## config.mk

```make
export PLATFORM = sky130hd
export DESIGN_NAME = gpu_job_ctrl_flat
export DESIGN_NICKNAME = d
export VERILOG_FILES = /design/src/rtl/gpu_job_ctrl_if.sv /design/src/rtl/gpu_job_ctrl.sv /design/src/flat_wrapper.sv
export SDC_FILE = /design/constraint.sdc
export NUM_CORES = 1
export LEC_CHECK = 0
export CORE_AREA = 2 2 184 186
export DETAILED_ROUTE_END_ITERATION = 10
export DIE_AREA = 0 0 186 188
export GPL_TIMING_DRIVEN = 0
export PLACE_DENSITY = 0.5
export SYNTH_ARGS = -nofsm -noshare
export SYNTH_HDL_FRONTEND = slang
export SYNTH_SLANG_ARGS = --single-unit
```

## constraint.sdc

```tcl
create_clock -name clk -period 4.92 [get_ports clk]
set_clock_uncertainty 0.15 [all_clocks]
set_input_delay 0.492 -clock clk [delete_from_list [all_inputs] [get_ports clk]]
set_output_delay 0.492 -clock clk [all_outputs]
set_load 0.03 [all_outputs]
```

## src/rtl/gpu_job_ctrl_if.sv

```systemverilog
// Host / GPU / RAM bundle for the filter-GPU job controller.
// slave = controller side, master = surrounding host, GPU core and RAM.
interface gpu_job_ctrl_if #(
    parameter int unsigned ADDR_W = 10
);
    logic                  host_req;
    logic                  host_we;
    logic [ADDR_W-1:0]     host_addr;
    logic [2:0][17:0]      host_wdata;
    logic                  host_gnt;
    logic [2:0][17:0]      host_rdata;
    logic                  host_rvalid;

    logic                  gpu_hold;
    logic [31:0]           gpu_pc;
    logic                  gpu_we;
    logic [ADDR_W-1:0]     gpu_a1;
    logic [ADDR_W-1:0]     gpu_a2;
    logic [ADDR_W-1:0]     gpu_a3;
    logic [2:0][17:0]      gpu_wdata;
    logic [2:0][17:0]      gpu_rdata;

    logic                  mem_we;
    logic [ADDR_W-1:0]     mem_a1;
    logic [ADDR_W-1:0]     mem_a2;
    logic [ADDR_W-1:0]     mem_a3;
    logic [2:0][17:0]      mem_wdata;
    logic [2:0][17:0]      mem_rdata;

    modport slave (
        input  host_req, host_we, host_addr, host_wdata,
        output host_gnt, host_rdata, host_rvalid,
        output gpu_hold, gpu_rdata,
        input  gpu_pc, gpu_we, gpu_a1, gpu_a2, gpu_a3, gpu_wdata,
        output mem_we, mem_a1, mem_a2, mem_a3, mem_wdata,
        input  mem_rdata
    );

    modport master (
        output host_req, host_we, host_addr, host_wdata,
        input  host_gnt, host_rdata, host_rvalid,
        input  gpu_hold, gpu_rdata,
        output gpu_pc, gpu_we, gpu_a1, gpu_a2, gpu_a3, gpu_wdata,
        input  mem_we, mem_a1, mem_a2, mem_a3, mem_wdata,
        output mem_rdata
    );
endinterface

```

## src/rtl/gpu_job_ctrl.sv

```systemverilog
// Job sequencer and 3-lane data-RAM arbiter between a host loader and the filter GPU core.
// Optional watchdog enabled by defining GPU_TIMEOUT_EN.
module gpu_job_ctrl #(
    parameter int unsigned ADDR_W      = 10,
    parameter logic [31:0] HALT_PC     = 32'h0000_00FC,
    parameter int unsigned DRAIN_CYC   = 4,
    parameter logic [31:0] TIMEOUT_CYC = 32'h00FF_FFFF
) (
    input  logic                 clk,
    input  logic                 rst_n,
    input  logic                 start_i,
    gpu_job_ctrl_if.slave        bus,
    output logic                 busy_o,
    output logic                 done_o,
    output logic                 timeout_o,
    output logic [31:0]          cycle_count_o
);

    typedef enum logic [1:0] {
        S_IDLE,
        S_RUN,
        S_DRAIN,
        S_DONE
    } state_t;

    localparam logic [3:0] DRAIN_LOAD = 4'(DRAIN_CYC - 1);

    state_t      state_q, state_d;
    logic [3:0]  drain_q, drain_d;
    logic [31:0] cnt_q, cnt_d;
    logic        timeout_q, timeout_d;
    logic        rvalid_q;

    logic        host_owns;
    logic        host_gnt;
    logic [31:0] cnt_inc;
    logic [ADDR_W-1:0] host_lane_addr [3];

    assign host_owns = (state_q == S_IDLE) || (state_q == S_DONE);
    assign host_gnt  = bus.host_req & host_owns;
    assign cnt_inc   = (cnt_q == 32'hFFFF_FFFF) ? cnt_q : cnt_q + 32'd1;

    // Host accesses a 3-word row: lane n sits at base+n, wrapping around the RAM.
    genvar gi;
    generate
        for (gi = 0; gi < 3; gi++) begin : g_lane
            assign host_lane_addr[gi] = bus.host_addr + ADDR_W'(gi);
        end
    endgenerate

`ifndef GPU_TIMEOUT_EN
    logic unused_timeout_cfg;
    assign unused_timeout_cfg = ^TIMEOUT_CYC;
`endif

    always_comb begin
        state_d   = state_q;
        drain_d   = drain_q;
        cnt_d     = cnt_q;
        timeout_d = timeout_q;
        case (state_q)
            S_IDLE, S_DONE: begin
                if (start_i) begin
                    state_d   = S_RUN;
                    cnt_d     = 32'd0;
                    timeout_d = 1'b0;
                end
            end
            S_RUN: begin
                cnt_d = cnt_inc;
                if (bus.gpu_pc == HALT_PC) begin
                    state_d = S_DRAIN;
                    drain_d = DRAIN_LOAD;
                end
`ifdef GPU_TIMEOUT_EN
                else if (cnt_q == TIMEOUT_CYC - 32'd1) begin
                    state_d   = S_DRAIN;
                    drain_d   = DRAIN_LOAD;
                    timeout_d = 1'b1;
                end
`endif
            end
            S_DRAIN: begin
                cnt_d = cnt_inc;
                if (drain_q == 4'd0) begin
                    state_d = S_DONE;
                end else begin
                    drain_d = drain_q - 4'd1;
                end
            end
            default: state_d = S_IDLE;
        endcase
    end

    always_ff @(posedge clk or negedge rst_n) begin
        if (!rst_n) begin
            state_q   <= S_IDLE;
            drain_q   <= 4'd0;
            cnt_q     <= 32'd0;
            timeout_q <= 1'b0;
            rvalid_q  <= 1'b0;
        end else begin
            state_q   <= state_d;
            drain_q   <= drain_d;
            cnt_q     <= cnt_d;
            timeout_q <= timeout_d;
            rvalid_q  <= host_gnt & ~bus.host_we;
        end
    end

    // Ownership follows the registered state only, never the same-cycle start.
    assign bus.mem_we    = host_owns ? (host_gnt & bus.host_we) : bus.gpu_we;
    assign bus.mem_a1    = host_owns ? host_lane_addr[0] : bus.gpu_a1;
    assign bus.mem_a2    = host_owns ? host_lane_addr[1] : bus.gpu_a2;
    assign bus.mem_a3    = host_owns ? host_lane_addr[2] : bus.gpu_a3;
    assign bus.mem_wdata = host_owns ? bus.host_wdata    : bus.gpu_wdata;

    assign bus.host_gnt    = host_gnt;
    assign bus.host_rvalid = rvalid_q;
    assign bus.host_rdata  = bus.mem_rdata;
    assign bus.gpu_rdata   = bus.mem_rdata;
    assign bus.gpu_hold    = host_owns;

    assign busy_o        = (state_q == S_RUN) || (state_q == S_DRAIN);
    assign done_o        = (state_q == S_DONE);
    assign timeout_o     = timeout_q;
    assign cycle_count_o = cnt_q;

endmodule
```

## src/flat_wrapper.sv

```systemverilog
// flat-port wrapper written by rule: the top's interface ports become plain ports
module gpu_job_ctrl_flat 
#(
    parameter int unsigned ADDR_W      = 10,
    parameter logic [31:0] HALT_PC     = 32'h0000_00FC,
    parameter int unsigned DRAIN_CYC   = 4,
    parameter logic [31:0] TIMEOUT_CYC = 32'h00FF_FFFF
)
  (clk, rst_n, start_i, busy_o, done_o, timeout_o, cycle_count_o, bus_host_req, bus_host_we, bus_host_addr, bus_host_wdata, bus_host_gnt, bus_host_rdata, bus_host_rvalid, bus_gpu_hold, bus_gpu_rdata, bus_gpu_pc, bus_gpu_we, bus_gpu_a1, bus_gpu_a2, bus_gpu_a3, bus_gpu_wdata, bus_mem_we, bus_mem_a1, bus_mem_a2, bus_mem_a3, bus_mem_wdata, bus_mem_rdata);
  gpu_job_ctrl_if #(.ADDR_W(ADDR_W)) bus_i ();
  input  logic clk;
  input  logic rst_n;
  input  logic start_i;
  output logic busy_o;
  output logic done_o;
  output logic timeout_o;
  output logic [31:0] cycle_count_o;
  input wire logic [$bits(bus_i.host_req)-1:0] bus_host_req;
  input wire logic [$bits(bus_i.host_we)-1:0] bus_host_we;
  input wire logic [$bits(bus_i.host_addr)-1:0] bus_host_addr;
  input wire logic [$bits(bus_i.host_wdata)-1:0] bus_host_wdata;
  output wire logic [$bits(bus_i.host_gnt)-1:0] bus_host_gnt;
  output wire logic [$bits(bus_i.host_rdata)-1:0] bus_host_rdata;
  output wire logic [$bits(bus_i.host_rvalid)-1:0] bus_host_rvalid;
  output wire logic [$bits(bus_i.gpu_hold)-1:0] bus_gpu_hold;
  output wire logic [$bits(bus_i.gpu_rdata)-1:0] bus_gpu_rdata;
  input wire logic [$bits(bus_i.gpu_pc)-1:0] bus_gpu_pc;
  input wire logic [$bits(bus_i.gpu_we)-1:0] bus_gpu_we;
  input wire logic [$bits(bus_i.gpu_a1)-1:0] bus_gpu_a1;
  input wire logic [$bits(bus_i.gpu_a2)-1:0] bus_gpu_a2;
  input wire logic [$bits(bus_i.gpu_a3)-1:0] bus_gpu_a3;
  input wire logic [$bits(bus_i.gpu_wdata)-1:0] bus_gpu_wdata;
  output wire logic [$bits(bus_i.mem_we)-1:0] bus_mem_we;
  output wire logic [$bits(bus_i.mem_a1)-1:0] bus_mem_a1;
  output wire logic [$bits(bus_i.mem_a2)-1:0] bus_mem_a2;
  output wire logic [$bits(bus_i.mem_a3)-1:0] bus_mem_a3;
  output wire logic [$bits(bus_i.mem_wdata)-1:0] bus_mem_wdata;
  input wire logic [$bits(bus_i.mem_rdata)-1:0] bus_mem_rdata;
  assign bus_i.host_req = bus_host_req;
  assign bus_i.host_we = bus_host_we;
  assign bus_i.host_addr = bus_host_addr;
  assign bus_i.host_wdata = bus_host_wdata;
  assign bus_host_gnt = bus_i.host_gnt;
  assign bus_host_rdata = bus_i.host_rdata;
  assign bus_host_rvalid = bus_i.host_rvalid;
  assign bus_gpu_hold = bus_i.gpu_hold;
  assign bus_gpu_rdata = bus_i.gpu_rdata;
  assign bus_i.gpu_pc = bus_gpu_pc;
  assign bus_i.gpu_we = bus_gpu_we;
  assign bus_i.gpu_a1 = bus_gpu_a1;
  assign bus_i.gpu_a2 = bus_gpu_a2;
  assign bus_i.gpu_a3 = bus_gpu_a3;
  assign bus_i.gpu_wdata = bus_gpu_wdata;
  assign bus_mem_we = bus_i.mem_we;
  assign bus_mem_a1 = bus_i.mem_a1;
  assign bus_mem_a2 = bus_i.mem_a2;
  assign bus_mem_a3 = bus_i.mem_a3;
  assign bus_mem_wdata = bus_i.mem_wdata;
  assign bus_i.mem_rdata = bus_mem_rdata;
  gpu_job_ctrl #(.ADDR_W(ADDR_W), .HALT_PC(HALT_PC), .DRAIN_CYC(DRAIN_CYC), .TIMEOUT_CYC(TIMEOUT_CYC)) u_core (.clk(clk), .rst_n(rst_n), .start_i(start_i), .bus(bus_i), .busy_o(busy_o), .done_o(done_o), .timeout_o(timeout_o), .cycle_count_o(cycle_count_o));
endmodule
```

* Yosys cells after proc, flatten, opt, wreduce, memory -nomap -nowiden
Cells that the tools add are included.
** Word-level totals
- Flip-flop bits (word level) :: 39
- Bits in latches :: 0
- RAM bits :: 0
- ROM bits :: 0
- Bits of input ports :: 240
- Output and inout port bits :: 231
- Logic and storage cells :: 47
- Memories kept :: 0
** Cells by class
- Add/sub/neg operators :: 4
- $mul :: 0
- Div/mod/pow operators :: 0
- $lt $le $gt $ge :: 0
- Equality and inequality tests :: 10
- Shifts and indexed selects :: 0
- Multiplexer cells :: 15
- Bitwise operators :: 4
- Reductions and logical operators :: 10
** Operator list (count)
- $mux W32 :: 2
- $pmux W32 S2 :: 1
- $mux W54 :: 1
- $add A32 B1 Y32 const B :: 1
- $eq A32 B32 Y1 const B :: 1
- $eq A32 B8 Y1 const B :: 1
- $mux W10 :: 3
- $add A10 B1 Y10 const B :: 1
- $add A10 B2 Y10 const B :: 1
- $mux W4 :: 2
- $pmux W4 S2 :: 1
- $mux W2 :: 3
- $ne A2 B2 Y1 const B :: 3
- $pmux W2 S3 :: 1
- $reduce_and A3 Y1 :: 2
- $eq A2 B2 Y1 const B :: 2
- $logic_not A4 Y1 :: 1
- $ne A2 B1 Y1 const B :: 2
- $reduce_or A2 Y1 :: 2
- $sub A4 B1 Y4 const B :: 1
- $and A1 B1 Y1 :: 3
- $eq A2 B1 Y1 const B :: 1
- $logic_not A2 Y1 :: 1
- $logic_or A1 B1 Y1 :: 2
- other kinds (4) :: 4

* Depth between registers and ports, before layout
Gate-level depths: netlist of the first run.
- Depth after elaboration :: 5
- Depth in mapped cells :: 8
- Mapped depth without buffers :: 7

* Worst setup path after synthesis of the first run
OpenSTA, ideal clock, no wires.
- Path kind :: register to output
- Start point :: register u_core.state_q[0]
- End point :: output port bus_mem_a2[0]
- Arrival time :: 2.211 ns
- Required time :: 4.278 ns
- Slack :: 2.067 ns
- Cell stages (with the launch flop) :: 6
- Buffers on the path :: 1
- Path through :: dfrtp_1 > inv_1 > ha_1 > inv_1 > buf_1 > o21ai_0
** On the way
- Word-level cells in the longest chain between the ends :: 3
- Elaborated cells between the ends (all ways) :: 4
- Those cells by class :: eq/ne: 1; mux: 1; reduce/logical: 2
** RTL lines
- start, declared :: line gpu_job_ctrl.sv:28 : state_t state_q, state_d;
- start signal, assigned :: line gpu_job_ctrl.sv:103 : state_q <= state_d;
- $eq A2 B2 Y1 or $logic_not A2 Y1 (tied branches) :: line gpu_job_ctrl.sv:39 : assign host_owns = (state_q == S_IDLE) || (state_q == S_DONE);
- $logic_or A1 B1 Y1 * :: line gpu_job_ctrl.sv:39
- via bus_gpu_hold :: line flat_wrapper.sv:25 : output wire logic [$bits(bus_i.gpu_hold)-1:0] bus_gpu_hold;
- $mux W10 * :: line gpu_job_ctrl.sv:114 : assign bus.mem_a2 = host_owns ? host_lane_addr[1] : bus.gpu_a2;
- end, declared :: line flat_wrapper.sv:35 : output wire logic [$bits(bus_i.mem_a2)-1:0] bus_mem_a2;
Mark *: on every way through the listed nets, which the timed path passes. The rest lies on a longest branch.

* Worst setup path after layout of the first run
- Start point :: register u_core.state_q[0]
- End point :: output port bus_mem_a2[7]
** On the way
- Word-level cells in the longest chain between the ends :: 3
- Elaborated cells between the ends (all ways) :: 4
- Those cells by class :: eq/ne: 1; mux: 1; reduce/logical: 2
** RTL lines (line)
- $eq A2 B2 Y1 or $logic_not A2 Y1 (tied branches) :: gpu_job_ctrl.sv:39
- $logic_or A1 B1 Y1 * :: gpu_job_ctrl.sv:39
- $mux W10 * :: gpu_job_ctrl.sv:114
Mark *: on every way between the ends. The rest lies on a longest branch, timed or not.

==> results of run 1 <==
[power breakdown]
part / leakage, nW / switching (W) / internal, W
logic: 3.13 / 0.000298 / 0.000352
registers: 0.420 / 0.00000271 / 0.000322
clock network: 0.0868 / 0.000143 / 0.000253
[final cells by class]
cell class,instances,share of cell area
Timing Repair Buffer,415,0.440
Multi-Input combinational cell,356,0.274
Sequential cell,39,0.103
Buffer,139,0.100
Tap cell,448,0.0593
Clock buffer,6,0.0147
Inverter,12,0.00477
Clock inverter,2,0.00371
[sequential cells by signal (all words and copies together), names as in the netlist]
signal / cells
u_core.bus.host_rvalid: 1
u_core.cycle_count_o: 32
u_core.drain_q: 4
u_core.state_q: 2
[layer usage]
layer,GRT usage,wire length (um),vias up
li1,-,-,2704
met5,0,107,-
met2,0.284,14700,209
met4,0.0215,274,16
met3,0.0559,2400,28
met1,0.175,10600,2595
[worst max-delay path, stage by stage (launching register included)]
cell	delay (ns)
dfrtp_1	0.40
inv_1	0.08
ha_1	0.51
clkbuf_1	0.56
clkbuf_1	0.53
buf_1	0.50
a21oi_1	0.14
clkdlybuf4s50_1	0.68
[logic make-up (layout without fill, tap and decap cells)]
group | Yosys count | count (layout)
AOI/OAI and AO/OA | 85 | 85
xor gates and xnor gates | 30 | 30
adders and majority gates | 9 | 9
buffers and inverters | 151 | 574
DFF | 39 | 39
muxes | 68 | 68
other | 1 | 1
and+or+nand+nor | 163 | 163
[layout by cell type, fill, tap and decap left out, types with 4 or more instances in the layout]
cell / netlist / layout
a21oi_1: 26 / 26
a31oi_1: 4 / 4
and2_1: 4 / 4
and3_1: 5 / 5
buf_1: 5 / 5
buf_2: 5 / 6
buf_4: 109 / 109
clkbuf_1: 17 / 17
clkbuf_16: 0 / 5
clkdlybuf4s50_1: 0 / 413
dfrtp_1: 39 / 39
ha_1: 9 / 9
inv_1: 12 / 12
mux2_2: 65 / 65
nand2_1: 49 / 49
nand3_1: 18 / 18
nand4_1: 21 / 21
nor2_1: 23 / 23
nor4_1: 11 / 11
o211ai_1: 6 / 6
o21ai_0: 7 / 7
o22ai_1: 18 / 18
or3_1: 5 / 5
or4_1: 6 / 6
xnor2_1: 22 / 22
xor2_1: 8 / 8
[Yosys cell counts (3+ instances only)]
library cell  instances  share of area
buf_2                 5         0.0055
nand4_1              21          0.029
or3_1                 5         0.0069
clkbuf_1             17          0.014
buf_1                 5         0.0041
nor2_1               23          0.019
and2_1                4         0.0055
inv_1                12         0.0099
ha_1                  9          0.025
o21ai_0               7         0.0077
o22ai_1              18          0.025
xor2_1                8          0.015
nand2_1              49          0.040
a21oi_1              26          0.029
o211ai_1              6         0.0099
mux2_2               65           0.16
dfrtp_1              39           0.21
nand3_1              18          0.020
nor4_2                3         0.0082
mux2i_1               3         0.0066
nor4_1               11          0.015
or4_1                 6         0.0099
a31oi_1               4         0.0055
and3_1                5         0.0069
xnor2_1              22          0.042
buf_4               109           0.18
[worst min-delay path by stage]
stage,to,start,slack (ns),cells after the start
4_1_cts,u_core.cycle_count_o[27],rst_n,0.005,1
6_report,u_core.cycle_count_o[27],rst_n,-0.01,1
2_1_floorplan,u_core.bus.host_rvalid,rst_n,0.05,0
3_5_place_dp,u_core.cycle_count_o[4],rst_n,0.31,1
3_3_place_gp,u_core.drain_q[2],u_core.drain_q[2],0.39,1
5_1_grt,u_core.cycle_count_o[27],rst_n,0.02,1
[through the flow]
| stage | area (um^2) | hold WS (ns) | setup slack [ns] | total power [W] | std cells |
|---|---|---|---|---|---|
| floorplan | 4560 | 0.0464 | 2.07 | 0.000630 | 546 |
| finish | 9450 | -0.0128 | 0.569 | 0.00137 | 1417 |
| detailed placement | 9280 | 0.312 | 0.696 | 0.000985 | 1409 |
| global route | 9450 | 0.0192 | 0.199 | 0.00142 | 1417 |
| CTS | 9450 | 0.00467 | 0.375 | 0.00139 | 1417 |
| global placement | 9260 | 0.390 | 0.722 | 0.000983 | 1408 |
==> summary.md, run 1 <==
| Metric | Value |
|---|---|
| Worst slew margin relative to its limit | 0.398 |
| Synthesized instance count | between 500 and 600 |
| CTS Buffer Depth | 2 |
| Initial antenna violation count | 8 |
| Maximum Capacitance Violations | 0 |
| Largest net degree at the start of global routing | 24 |
| Number of gates resized after cts | 0 |
| Simple-Gate Fraction of Synth Area | 0.197 |
| GRT Total Usage | 0.155 |
| Post-CTS Hold Buffers | 0 |
| Seq/Total Area, Yosys | 0.214 |
| Post-DP HPWL | approximately 25000 um |
| Routability cong. | about 0.84 |
| Data required, critical path | 4.28 ns |
| Largest family of logic cells by synthesized area | buffers and inverters |
| Register-to-register setup slack | 1.91 ns |
| GRT overflow | 0 |
| Die area | 35000 um^2 |
| Status | finished, violations left |
| Worst hold margin | -0.0128 ns |
| Adder-Cell Fraction of Synth Area | 0.0247 |
| Layout cells sized above 1 | 0.209 |
| DR vias/cell | 3.92 |
| Worst R2R End | u_core.cycle_count_o[16] |
| FP Rows | 67 |
| Leak | 3.64 nW |
| CP endpoint kind | output pin |
| EDFF count, synth | 0 |
| Maximum vdd drop | 0.116 mV |
| Clk_lat worst skew | 0.29 ns |
| Xor and xnor fraction of the mapped netlist area | 0.0577 |
| Crit path DAT | 3.71 ns |
| Hold WC Path Type | input pin to async pin |
| Crit path time final | 4.35 ns |
| Fillers | 3532 |
| Die height | 188 um |
| Top_reg_cell synth | dfrtp_1 |
| Final period util | 0.884 |
| Clock slew at reported path FFs | 0.07 ns |
| DR WL/cell | 19.8 um |
| FMAX | ~0.23 GHz |
| Global-route wire length before repair | ~40000 um |
| CTS tree | yes |
| Seq cells post-synth | 39 |
| Startpoint Class | flip-flop |
| Ant. Diodes | 0 |
| First-pass DRT Iterations | 5 |
| Nets | between 1000 and 1500 |
| Die Wd | about 190 um |
| Final-report hold violation count | 16 |
| Fraction of registers with async set/reset | 1.00 |
| Root buffer cell | clkbuf_16 |
| Multi-input gate area | roughly 2600 um^2 |
| Core ar. | 33100 um^2 |
| Final Setup Violations | 0 |
| Syn Nets | 795 |
| Final ANT Viol Nets | 0 |
| Sink Count | 39 |
| Cell Pwr Density | about 140 nW/um^2 |
| R2r worst-path depth | 6 |
| Critical path peak fanout | 10 |
| Final Util | 0.285 |
| DRT iter0 DRCs | between 200 and 300 |
| Setup CP Type | flip-flop to output pin |
| Synth Area in Compound Gates | 0.121 |
| I/O Pins | 471 |
| Unrepaired setup endpoints after global routing | false |
| Mux contribution to synthesized area | 0.167 |
| Total CTS buffers | 5 |
| Max-slew violations | 0 |
| Layout area overhead | 107% |
| Final WL | 28000 um |
| Port Buffers | 414 |
| CP endpoint | bus_mem_a2[7] |
| Critical Path Start | u_core.state_q[0] |
| Register area | 976 um^2 |
| DRC errors left | 0 |
| # H-tree levels | 2 |
| Actual slew at the worst max-slew pin | 0.896 ns |
| Failing checks | hold timing |
| Synth Warn # | 0 |
| Unique masters post-synth | 58 |
| Vias in the first global route | around 5700 |
| # Post-CTS Setup Buffers | 0 |
| Setup TNS | 0 ns |
| Vias after detailed routing | around 5600 |
| Initial Util | 0.138 |
| Cell area after synthesis | 4560 um^2 |
| Worst r2r src | u_core.state_q[0] |
| Mean Syn Cell Area | 8.34 um^2 |
Power figures use the tool's default switching activity.
==> run 2, diff against run 1 <==
- CELL_PAD_IN_SITES_DETAIL_PLACEMENT: unset -> 2
- CELL_PAD_IN_SITES_GLOBAL_PLACEMENT: unset -> 2
- CORE_AREA: 2 2 184 186 -> 2 2 183 185
- DIE_AREA: 0 0 186 188 -> 0 0 185 187
- GPL_ROUTABILITY_DRIVEN: unset -> 0
- PLACE_DENSITY: 0.5 -> 0.87
==> run 2 against run 1 <==
Critical endpoint is now bus_mem_a3[7]. Sequential share of layout area about the same. Highest routed layer unchanged. Setup slack worse by 0.12 ns. Total power is 2.8% lower. Final cell count about the same. Largest power group unchanged. The flow still finishes with violations (hold timing).
==> summary.md, run 2 (synthesized netlist as in run 1, its figures left out) <==
| Metric | Value |
|---|---|
| Final ANT Viol Nets | 0 |
| Cell Pwr Density | 141 nW/um^2 |
| Commonest non-fill, non-tap cell in the layout | clkdlybuf4s50_1 |
| Final Util | 0.287 |
| Setup TNS | 0 ns |
| Final WL | roughly 32000 um |
| DR vias/cell | between 4 and 5 |
| DRT iter0 DRCs | around 180 |
| Initial antenna violation count | 7 |
| I/O Pins | between 400 and 500 |
| CP endpoint kind | output pin |
| Slowest-stage cell, CP | clkdlybuf4s50_1 |
| Critical-path cell list | inv_1 > ha_1 > clkbuf_2 > clkbuf_1 > buf_1 > a21oi_1 > clkdlybuf4s50_1 |
| CTS Buffer Depth | 2 |
| Vias after detailed routing | between 5000 and 6000 |
| FP Rows | 67 |
| Failing checks | hold timing |
| Data required, critical path | 4.28 ns |
| GRT overflow | 0 |
| Hold WC Path Type | input pin to async pin |
| Nets | about 1200 |
| Final period util | 0.909 |
| Final-report hold violation count | 10 |
| # H-tree levels | 2 |
| Max incr delay on CP | between 0.6 and 0.7 ns |
| Worst slew margin relative to its limit | 0.369 |
| Setup CP Type | flip-flop to output pin |
| FMAX | 0.224 GHz |
| Final Setup Violations | 0 |
| Clock slew at reported path FFs | around 0.07 ns |
| DP Area | 9280 um^2 |
| CTS tree | yes |
| Final cell count without fillers | 1418 |
| DR WL/cell | roughly 23 um |
| Largest net degree at the start of global routing | 23 |
| Layout cells sized above 1 | 0.211 |
| Critical path peak fanout | 10 |
| First-pass DRT Iterations | 4 |
| Leak | 3.62 nW |
| Post-DP HPWL | 28300 um |
| Crit path DAT | approximately 3.8 ns |
| Clk_lat worst skew | 0.30 ns |
| DRC errors left | 0 |
| Maximum Capacitance Violations | 0 |
| Crit path time final | 4.47 ns |
| Actual slew at the worst max-slew pin | 0.939 ns |
| Core ar. | 32900 um^2 |
| Max reg flops | 32 |
| Die height | 187 um |
| Die Wd | approximately 190 um |
| Maximum vdd drop | 0.105 mV |
| Total CTS buffers | 5 |
| Commonest non-fill, non-tap cells in the layout | 413 x clkdlybuf4s50_1, 109 x buf_4, 65 x mux2_2 |
| Max-slew violations | 0 |
| Post-route cell area | 9430 um^2 |
| Layout area overhead | 107% |
| Placed Cells | between 1000 and 1500 |
| Die area | 34600 um^2 |
| Unrepaired setup endpoints after global routing | false |
| Root buffer cell | clkbuf_16 |
| Fillers | 3747 |
| Initial Util | 0.139 |
| Startpoint Class | flip-flop |
| GRT Total Usage | 0.179 |
| Global-route wire length before repair | between 40000 and 50000 um |
| Worst hold margin | -0.00567 ns |
| Status | finished, violations left |
| Vias in the first global route | 6470 |
| Sink Count | 39 |
| Port Buffers | between 400 and 500 |
-- run 2: changes by cell type in the layout (fill, tap and decap cells not counted), sizes merged --
cell,delta
inv,+1
diode,+1
bufinv,-1
clkinvlp,+2
clkbuf,-1
clkinv,-1
-- run 2: path summary, 6_finish.rpt --
kind | end | start | depth (start not counted) | slack (ns)
max in group asynchronous | u_core.cycle_count_o[14] | rst_n | 2 | 4.13
max reg2reg | u_core.cycle_count_o[16] | u_core.state_q[0] | 6 | 1.84
min in group clk | u_core.drain_q[2] | u_core.drain_q[2] | 1 | 0.41
max | bus_mem_a3[7] | u_core.state_q[0] | 7 | 0.45
min | u_core.cycle_count_o[27] | rst_n | 1 | -0.006
min reg2reg | u_core.drain_q[2] | u_core.drain_q[2] | 1 | 0.41
-- run 2: power breakdown --
group	internal [W]	total, W	switching [W]
Combinational	0.000352	0.000661	0.000308
Clock	0.000190	0.000347	0.000156
Sequential	0.000322	0.000324	0.00000262
Total	0.000864	0.00133	0.000468
-- run 2: stage by stage --
stage | worst slack, ns | total power [W] | hold WS [ns]
after floorplan | 2.07 | 0.000630 | 0.0464
after global placement | 0.361 | 0.000983 | 0.384
after detailed placement | 0.285 | 0.000996 | 0.321
after CTS | 0.266 | 0.00135 | 0.00839
after global routing | 0.147 | 0.00138 | 0.0205
final | 0.446 | 0.00133 | -0.00567
-- run 2: critical path: cells and delay by family (launching register included) --
| kind | cells | cell delay (ns) |
|---|---|---|
| flops | 1 | 0.41 |
| compound gates | 1 | 0.20 |
| buf+inv | 5 | 2.37 |
| fa+ha+maj | 1 | 0.54 |
-- run 2: what timing repair did --
action	CTS	global route
setup endpoints to repair	8	0
hold buffers	0	0
buffers inserted	0	0
gates resized for setup	1	0
-- run 2: area by class of cell --
type,count,area (um^2),area share
clock buffers,5,125,0.0133
inverters,12,45.0,0.00478
flip-flops and latches,39,976,0.104
diodes,1,2.50,0.000265
plain buffers,139,948,0.101
repair buffers,415,4160,0.441
well taps,448,561,0.0595
multi-input cells,356,2590,0.274
clock inverters,3,23.8,0.00252
-- run 2: layer usage --
| layer | global-route usage | vias up | part of all wire |
|---|---|---|---|
| li1 | - | 2688 | - |
| met1 | 0.181 | 2889 | 0.36 |
| met2 | 0.358 | 219 | 0.56 |
| met3 | 0.0539 | 33 | 0.069 |
| met4 | 0.0259 | 14 | 0.011 |
| met5 | 0 | - | 0.0026 |
